==> config.mk <==
export PLATFORM = sky130hd
export DESIGN_NAME = antenna_ook_tx
export DESIGN_NICKNAME = d
export VERILOG_FILES = /design/src/rtl/antenna_ook_tx.sv
export SDC_FILE = /design/constraint.sdc
export NUM_CORES = 1
export LEC_CHECK = 0
export ABC_AREA = 1
export ABC_CLOCK_PERIOD_IN_PS = 2700
export CAP_MARGIN = 25
export CORE_ASPECT_RATIO = 1.4
export CORE_MARGIN = 5
export CORE_UTILIZATION = 48
export CTS_CLUSTER_DIAMETER = 30
export CTS_CLUSTER_SIZE = 8
export DETAILED_ROUTE_END_ITERATION = 8
export GPL_TIMING_DRIVEN = 0
export PLACE_DENSITY = 0.71
export SETUP_SLACK_MARGIN = 0.1
export SYNTH_ARGS = -nofsm -noshare
export SYNTH_HDL_FRONTEND = slang
export SYNTH_SLANG_ARGS = --single-unit
==> constraint.sdc <==
create_clock -name i_clk -period 2.7 [get_ports i_clk]
set_input_delay 0.27 -clock i_clk [delete_from_list [all_inputs] [get_ports i_clk]]
set_output_delay 0.27 -clock i_clk [all_outputs]
set_load 0.1 [all_outputs]
==> src/rtl/antenna_ook_tx.sv <==
// -----------------------------------------------------------------------------
// antenna_ook_tx
//   Transmit sequencer for the on-chip antenna. Accepts one payload word per
//   valid/ready handshake and sends it as a frame: PRE_W preamble bits, then
//   DATA_W payload bits (MSB first), then GAP_CYCLES silent cycles. Each bit
//   lasts BIT_CYCLES cycles and is on-off keyed: a '1' is a square-wave carrier
//   that starts high with a CARRIER_HALF half-period, and a '0' stays low. The
//   carrier phase restarts at every bit boundary.
//
// Ports
//   i_clk         system clock
//   i_rst_n       synchronous active-low reset
//   i_enable      transmitter enable; low while busy aborts the frame
//   i_s_valid     source word valid
//   o_s_ready     block can accept a word (enable && idle)
//   i_s_data      payload word
//   o_ant_drive   registered excitation for the antenna input
//   o_busy        frame in progress
//   o_bit_strobe  pulse on the first cycle of every preamble/data bit
//   o_frame_done  pulse in the first idle cycle after a completed frame
//   o_aborted     pulse in the first idle cycle after an aborted frame
// -----------------------------------------------------------------------------
module antenna_ook_tx #(
    parameter int unsigned      DATA_W       = 8,
    parameter int unsigned      PRE_W        = 8,
    parameter logic [PRE_W-1:0] PRE_PATTERN  = 8'b10101010,
    parameter int unsigned      BIT_CYCLES   = 1024,
    parameter int unsigned      CARRIER_HALF = 4,
    parameter int unsigned      GAP_CYCLES   = 2048
) (
    input  logic              i_clk,
    input  logic              i_rst_n,
    input  logic              i_enable,
    input  logic              i_s_valid,
    output logic              o_s_ready,
    input  logic [DATA_W-1:0] i_s_data,
    output logic              o_ant_drive,
    output logic              o_busy,
    output logic              o_bit_strobe,
    output logic              o_frame_done,
    output logic              o_aborted
);

    localparam int unsigned MAX_BITS = (PRE_W > DATA_W) ? PRE_W : DATA_W;
    localparam int unsigned CNT_W    = (MAX_BITS > 1) ? $clog2(MAX_BITS) : 1;
    localparam int unsigned K_W      = (BIT_CYCLES > 1) ? $clog2(BIT_CYCLES) : 1;
    localparam int unsigned HALF_W   = (CARRIER_HALF > 1) ? $clog2(CARRIER_HALF) : 1;
    localparam int unsigned G_W      = (GAP_CYCLES > 1) ? $clog2(GAP_CYCLES) : 1;

    localparam logic [CNT_W-1:0]  PRE_LAST  = CNT_W'(PRE_W - 1);
    localparam logic [CNT_W-1:0]  DATA_LAST = CNT_W'(DATA_W - 1);
    localparam logic [K_W-1:0]    K_LAST    = K_W'(BIT_CYCLES - 1);
    localparam logic [HALF_W-1:0] HALF_LAST = HALF_W'(CARRIER_HALF - 1);
    localparam logic [G_W-1:0]    G_LAST    = G_W'((GAP_CYCLES > 0) ? GAP_CYCLES - 1 : 0);

    localparam logic [1:0] ST_IDLE = 2'd0;
    localparam logic [1:0] ST_PRE  = 2'd1;
    localparam logic [1:0] ST_DATA = 2'd2;
    localparam logic [1:0] ST_GAP  = 2'd3;

    logic [1:0]        r_state, w_state_d;
    logic [K_W-1:0]    r_k, w_k_d;
    logic [CNT_W-1:0]  r_cnt, w_cnt_d;        // bits remaining in current phase, minus one
    logic [G_W-1:0]    r_gap, w_gap_d;
    logic [PRE_W-1:0]  r_pre, w_pre_d;        // preamble shift register, MSB is current bit
    logic [DATA_W-1:0] r_data, w_data_d;      // payload shift register, MSB is current bit
    logic [HALF_W-1:0] r_half, w_half_d;      // position within a carrier half-period
    logic              r_low, w_low_d;        // carrier in its low half
    logic              r_ant, w_ant_d;
    logic              r_done, w_done_d;
    logic              r_abort, w_abort_d;
    logic              w_bit_d;

    always_comb begin
        w_state_d = r_state;
        w_k_d     = r_k;
        w_cnt_d   = r_cnt;
        w_gap_d   = r_gap;
        w_pre_d   = r_pre;
        w_data_d  = r_data;
        w_done_d  = 1'b0;
        w_abort_d = 1'b0;

        case (r_state)
            ST_IDLE: begin
                if (i_enable && i_s_valid) begin
                    w_state_d = ST_PRE;
                    w_k_d     = '0;
                    w_cnt_d   = PRE_LAST;
                    w_pre_d   = PRE_PATTERN;
                    w_data_d  = i_s_data;
                end
            end
            ST_PRE, ST_DATA: begin
                if (r_k == K_LAST) begin
                    w_k_d = '0;
                    if (r_cnt != '0) begin
                        w_cnt_d = r_cnt - 1'b1;
                        if (r_state == ST_PRE) begin
                            w_pre_d = r_pre << 1;
                        end else begin
                            w_data_d = r_data << 1;
                        end
                    end else if (r_state == ST_PRE) begin
                        w_state_d = ST_DATA;
                        w_cnt_d   = DATA_LAST;
                    end else if (GAP_CYCLES == 0) begin
                        w_state_d = ST_IDLE;
                        w_done_d  = 1'b1;
                    end else begin
                        w_state_d = ST_GAP;
                        w_gap_d   = '0;
                    end
                end else begin
                    w_k_d = r_k + 1'b1;
                end
            end
            ST_GAP: begin
                if (r_gap == G_LAST) begin
                    w_state_d = ST_IDLE;
                    w_done_d  = 1'b1;
                end else begin
                    w_gap_d = r_gap + 1'b1;
                end
            end
            default: begin
                w_state_d = ST_IDLE;
            end
        endcase

        // Abort wins over any normal progression, including a completing frame.
        if (!i_enable && (r_state != ST_IDLE)) begin
            w_state_d = ST_IDLE;
            w_done_d  = 1'b0;
            w_abort_d = 1'b1;
        end

        // Carrier phase is derived from the next-cycle k so the registered
        // ant_drive lines up with the cycle the new bit is presented.
        if (w_k_d == '0) begin
            w_half_d = '0;
            w_low_d  = 1'b0;
        end else if (r_half == HALF_LAST) begin
            w_half_d = '0;
            w_low_d  = ~r_low;
        end else begin
            w_half_d = r_half + 1'b1;
            w_low_d  = r_low;
        end

        w_bit_d = 1'b0;
        if (w_state_d == ST_PRE) begin
            w_bit_d = w_pre_d[PRE_W-1];
        end else if (w_state_d == ST_DATA) begin
            w_bit_d = w_data_d[DATA_W-1];
        end
        w_ant_d = w_bit_d & ~w_low_d;
    end

    always_ff @(posedge i_clk) begin
        if (!i_rst_n) begin
            r_state <= ST_IDLE;
            r_k     <= '0;
            r_cnt   <= '0;
            r_gap   <= '0;
            r_pre   <= '0;
            r_data  <= '0;
            r_half  <= '0;
            r_low   <= 1'b0;
            r_ant   <= 1'b0;
            r_done  <= 1'b0;
            r_abort <= 1'b0;
        end else begin
            r_state <= w_state_d;
            r_k     <= w_k_d;
            r_cnt   <= w_cnt_d;
            r_gap   <= w_gap_d;
            r_pre   <= w_pre_d;
            r_data  <= w_data_d;
            r_half  <= w_half_d;
            r_low   <= w_low_d;
            r_ant   <= w_ant_d;
            r_done  <= w_done_d;
            r_abort <= w_abort_d;
        end
    end

    assign o_s_ready    = i_enable && (r_state == ST_IDLE);
    assign o_busy       = (r_state != ST_IDLE);
    assign o_bit_strobe = ((r_state == ST_PRE) || (r_state == ST_DATA)) && (r_k == '0);
    assign o_ant_drive  = r_ant;
    assign o_frame_done = r_done;
    assign o_aborted    = r_abort;

endmodule

== Word level (Yosys, flattened, before mapping) ==
Index checks and enable logic that the tools add are counted.
Operators by class
  add/subtract/negate cells: 4
  multiply operators: 0
  divide/modulo/power cells: 0
  magnitude comparators: 0
  equal/unequal tests: 16
  shift operators: 0
  multiplexer cells: 36
  bitwise logic cells: 5
  reduce and logical (&&, ||, !) cells: 20
Operators by type and width (count)
  $mux 8: 8
  $mux 11: 4
  $pmux 8 s2: 2
  $pmux 11 s2: 1
  $logic_not 10->1: 2
  $mux 10: 2
  $pmux 10 s2: 1
  $reduce_and 5->1: 3
  $ne 2x2->1 const B: 7
  $mux 3: 4
  $add 11x1->11 const B: 1
  $eq 11x11->1 const B: 1
  $add 10x1->10 const B: 1
  $eq 10x10->1 const B: 1
  $mux 2: 5
  $eq 2x2->1 const B: 4
  $mux 1: 7
  $pmux 2 s3: 1
  $pmux 3 s2: 1
  $reduce_bool 2->1: 3
  $reduce_or 3->1: 2
  $eq 2x1->1 const B: 2
  $logic_and 1x1->1: 4
  $not 1->1: 4
  other kinds (10): 10
Word-level totals
  bits in registers: 48
  bits in latches: 0
  RAM bits: 0
  ROM bits: 0
  input bits: 12
  output and inout bits: 6
  memories: 0

== Longest topological paths before layout ==
  word-level depth: 10
  depth in mapped cells: 15

== Least setup slack after synthesis ==
OpenSTA, ideal clock, no wires.
  path type: reg2out
  start point: reg r_state[0]
  end point: out o_bit_strobe
  arrival: 3914 ps
  required time: 2430 ps
  path slack: -1484 ps
  cell stages (with the launch flop): 6
  path buffers: 1
  cells stage by stage: dfxtp_1 inv_1 ha_1 buf_4 inv_1 nor4_1
On the way
  cells in the longest elaborated chain, start to end: 3
Ends and longest elaborated chain
  from (decl): RTL line 61  | logic [1:0] r_state, w_state_d;
  from (signal assigned): RTL line 174  | r_state <= w_state_d;
  $eq 2x1->1 / $eq 2x2->1 (equally long branches): RTL line 190  | assign o_bit_strobe = ((r_state == ST_PRE) || (r_state == ST_DATA)) && (r_k == '0);
  $logic_or 1x1->1 (*): RTL line 190
  $logic_and 1x1->1 (*): RTL line 190
  to (decl): RTL line 39  | output logic o_bit_strobe,
Mark *: on every way between the ends. The rest lies on a longest branch, timed or not.

== Worst setup path after layout ==
  start point: reg r_state[0]
  end point: reg r_gap[3]
On the way
  cells in the longest elaborated chain, start to end: 4
Ends and longest elaborated chain
  $eq 2x1->1 / $eq 2x2->1 (equally long branches): RTL line 84, 104
  $reduce_or 2->1: RTL line 84  | case (r_state)
  $ne 2x2->1 (no line) / $reduce_bool 2->1 (equally long branches)
  $reduce_and 5->1 (no line)
  to (signal assigned): RTL line 177  | r_gap <= w_gap_d;
  to (decl): RTL line 64  | logic [G_W-1:0] r_gap, w_gap_d;
Several ways; a longest one is shown, not always the timed one.
A chain may end at the register's enable or synchronous reset.

==> results by group <==
Timing
  • Worst hold slack: 424 ps
  • Final setup viols: 0
  • Tmin final: 2520 ps
  • RSZ-0062 raised after global routing: true
  • Slew headroom: 0.355
  • Final Hold Viols: 0
  • Fmax: 397 MHz
  • Final slew viol count: 0
  • Final clock skew: 4.58 ps
  • Final worst-path cycle share: 0.934
  • Worst-margin pin slew: 965 ps

Setup path
  • Setup crit start kind: register
  • Max Fanout on Critical Path: 9
  • WP buf/inv: 4
  • Worst R2R Path Depth: 10
  • CP required: 2890 ps
  • CP Class: reg -> reg
  • Kind of cell adding the most delay to the critical path: buffers and inverters
  • RR Startpoint: r_state[0]$_SDFF_PN0_
  • Arr. time, crit path: 2720 ps
  • Most frequent CP cell: inv_1
  • Worst R2R End: r_gap[3]$_SDFFE_PN0P_
  • Crit path from: r_state[0]$_SDFF_PN0_
  • Critical path cell sequence: inv_1, ha_1, buf_4, inv_1, nor2_1, nor2_1, nand2_1, o21ai_1, inv_1, and3_1
  • Slowest stage delay, CP: 440 ps
  • Reg2Reg Setup Slack: 180 ps
  • CP max-delay cell: dfxtp_1
  • Crit path capture type: register

Clocking
  • CTS clk-pin slew, worst paths: 80 ps
  • Clock Tree Buf Depth: 2
  • Worst-Skew Late Latency: 300 ps
  • Post-CTS setup buffer count: 0
  • H-tree depth: 2
  • CTS Buf Count: 5
  • CTS Sinks: 47
  • CTS tree: done
  • Root buf cell: clkbuf_8
  • Number of hold buffers added after cts: 0

Power and ir drop
  • Leak pwr: 1.38 nW
  • Power per cell area: 547 nW/um2
  • Peak supply drop: 0.000376 V

Global routing
  • GR Overflow Total: 0
  • Initial antenna violation count: 0
  • Largest net degree at the start of global routing: 14
  • First-pass GRT wire length: 10400 um
  • GRT Overall Usage: 0.176
  • Vias in the first global route: 2452

Die
  • Initial Util: 0.494
  • FP Rows: 32
  • Die area: 7320 um2
  • Core Area: 5530 um2
  • Die W: 73.7 um
  • Die height: 99.2 um
  • I/O Pins: 18

Placement
  • HPWL after DPL: 4670 um
  • Port bufs: 17
  • Routability Congestion: 0.911

Synthesis
  • Yosys reg bits: 47
  • Synth unique cells: 35
  • Syn Nets: 431
  • Mapped Area: 2730 um2
  • Mapped Cells: 409
  • Post-Syn Area per Cell: 6.68 um2
  • Synth warnings: 0
  • Post-synthesis sequential area ratio: 0.345

Route
  • WL/cell: 12.1 um
  • Final WL: 6040 um
  • DR vias/cell: 5.16
  • Post-route DRC: 0
  • ANT nets after route: 0
  • Routed vias: 2585
  • Detailed router's first-iteration violation count: 142
  • First-pass iteration count of the detailed router: 4

Worst hold path
  • Hold Startpoint: r_half[0]$_SDFF_PP0_
  • Min-Delay Endpoint: r_half[0]$_SDFF_PP0_
  • Hold/Removal Path Class: reg -> reg
  • Cell count of the worst hold path: 1

Cells and area
  • Most frequent cells in the layout: nand2_1 (101), nor2_1 (58), inv_1 (57)
  • Fin nets: 455
  • Inserted Diodes: 0
  • Fin util: 0.559
  • Layout area overhead: 13.1%
  • Layout cells sized above 1: 0.0785
  • Commonest non-fill, non-tap cell in the layout: nand2_1

Status
  • Status: completed

Job
  • Max-cap violations: 0
==> area by class of cell <==
class / count / area [um2]
Tap cell: 68 / 85.1
Multi-Input combinational cell: 296 / 1550
Timing Repair Buffer: 17 / 165
Clock buffer: 6 / 82.6
Clock inverter: 1 / 5.00
Sequential cell: 47 / 941
Fill cell: 568 / 2440
Buffer: 5 / 28.8
Inverter: 61 / 231
==> synthesized netlist by cell type (all sizes together) <==
cell,count,area share
nor2,69,0.12
nand3b,1,0.0028
nand4,9,0.021
and3,1,0.0023
dfxtp,47,0.34
nand3,29,0.060
a211oi,6,0.016
o21ai,25,0.046
dlygate4sd1,1,0.0032
o211a,1,0.0037
xor2,2,0.0064
buf,2,0.0046
inv,61,0.085
a21oi,25,0.047
a31oi,1,0.0023
mux2i,1,0.0037
nor3b,1,0.0028
nor4,2,0.0046
clkbuf,2,0.0028
xnor2,1,0.0032
nand2,106,0.16
ha,10,0.046
nor3,6,0.011
==> cells by family (layout without fill, tap and decap cells) <==
kind of cell / count (synthesis) / count (layout) / synth area share
XOR/XNOR: 3 / 3 / 0.00963
flip-flops: 47 / 47 / 0.345
buffers and inverters: 66 / 90 / 0.0953
multiplexers: 1 / 1 / 0.00367
AND/OR/NAND/NOR: 224 / 224 / 0.385
AO/OA/AOI/OAI: 58 / 58 / 0.115
adder cells (fa/ha/maj): 10 / 10 / 0.0458
==> power breakdown <==
group | switching [mW] | internal [mW]
clock network | 0.228 | 0.201
logic | 0.342 | 0.148
registers | 0.0285 | 0.743
==> metrics by stage <==
step                      power, mW  setup WS, ps  cells  cell area (um2)  setup TNS (ps)
after global placement         1.27          -188    494             3000            -188
after CTS                      1.70          8.27    501             3090               0
after floorplan                1.16           322    409             2750               0
after detailed placement       1.28          -233    494             3000            -233
final                          1.69           178    501             3090               0
after global routing           1.79          37.3    501             3090               0
==> worst reg2reg max path, stage by stage, from the launching register on <==
cell	delay, ps
dfxtp_1	440
inv_1	120
ha_1	300
buf_4	180
inv_1	300
nor2_1	120
nor2_1	220
nand2_1	110
o21ai_1	240
inv_1	180
and3_1	210
==> flip-flops by register name (all words and copies together) (netlist names), 2 cells and up <==
signal   cells
r_cnt        3
r_data       8
r_gap       11
r_half       2
r_k         10
r_pre        7
r_state      2
==> routing by layer <==
layer | track usage | share of wire
met5 | 0 | 0
met4 | 0.0795 | 0.026
met3 | 0.0293 | 0.032
met2 | 0.297 | 0.50
met1 | 0.212 | 0.44
==> what timing repair did <==
action	CTS	global route
setup endpoints to repair	3	12
gates resized for setup	5	4
endpoints found under the hold margin	0	0
==> worst max path at each step <==
stage	end	slack, ps	depth (start not counted)
CTS	o_bit_strobe	8	6
floorplan	o_bit_strobe	320	5
finish	r_gap[3]$_SDFFE_PN0P_	180	10
global placement	o_bit_strobe	-190	6
global route	r_gap[5]$_SDFFE_PN0P_	40	11
detailed placement	o_bit_strobe	-230	6
Note: power is estimated with default switching activity, not from simulation.
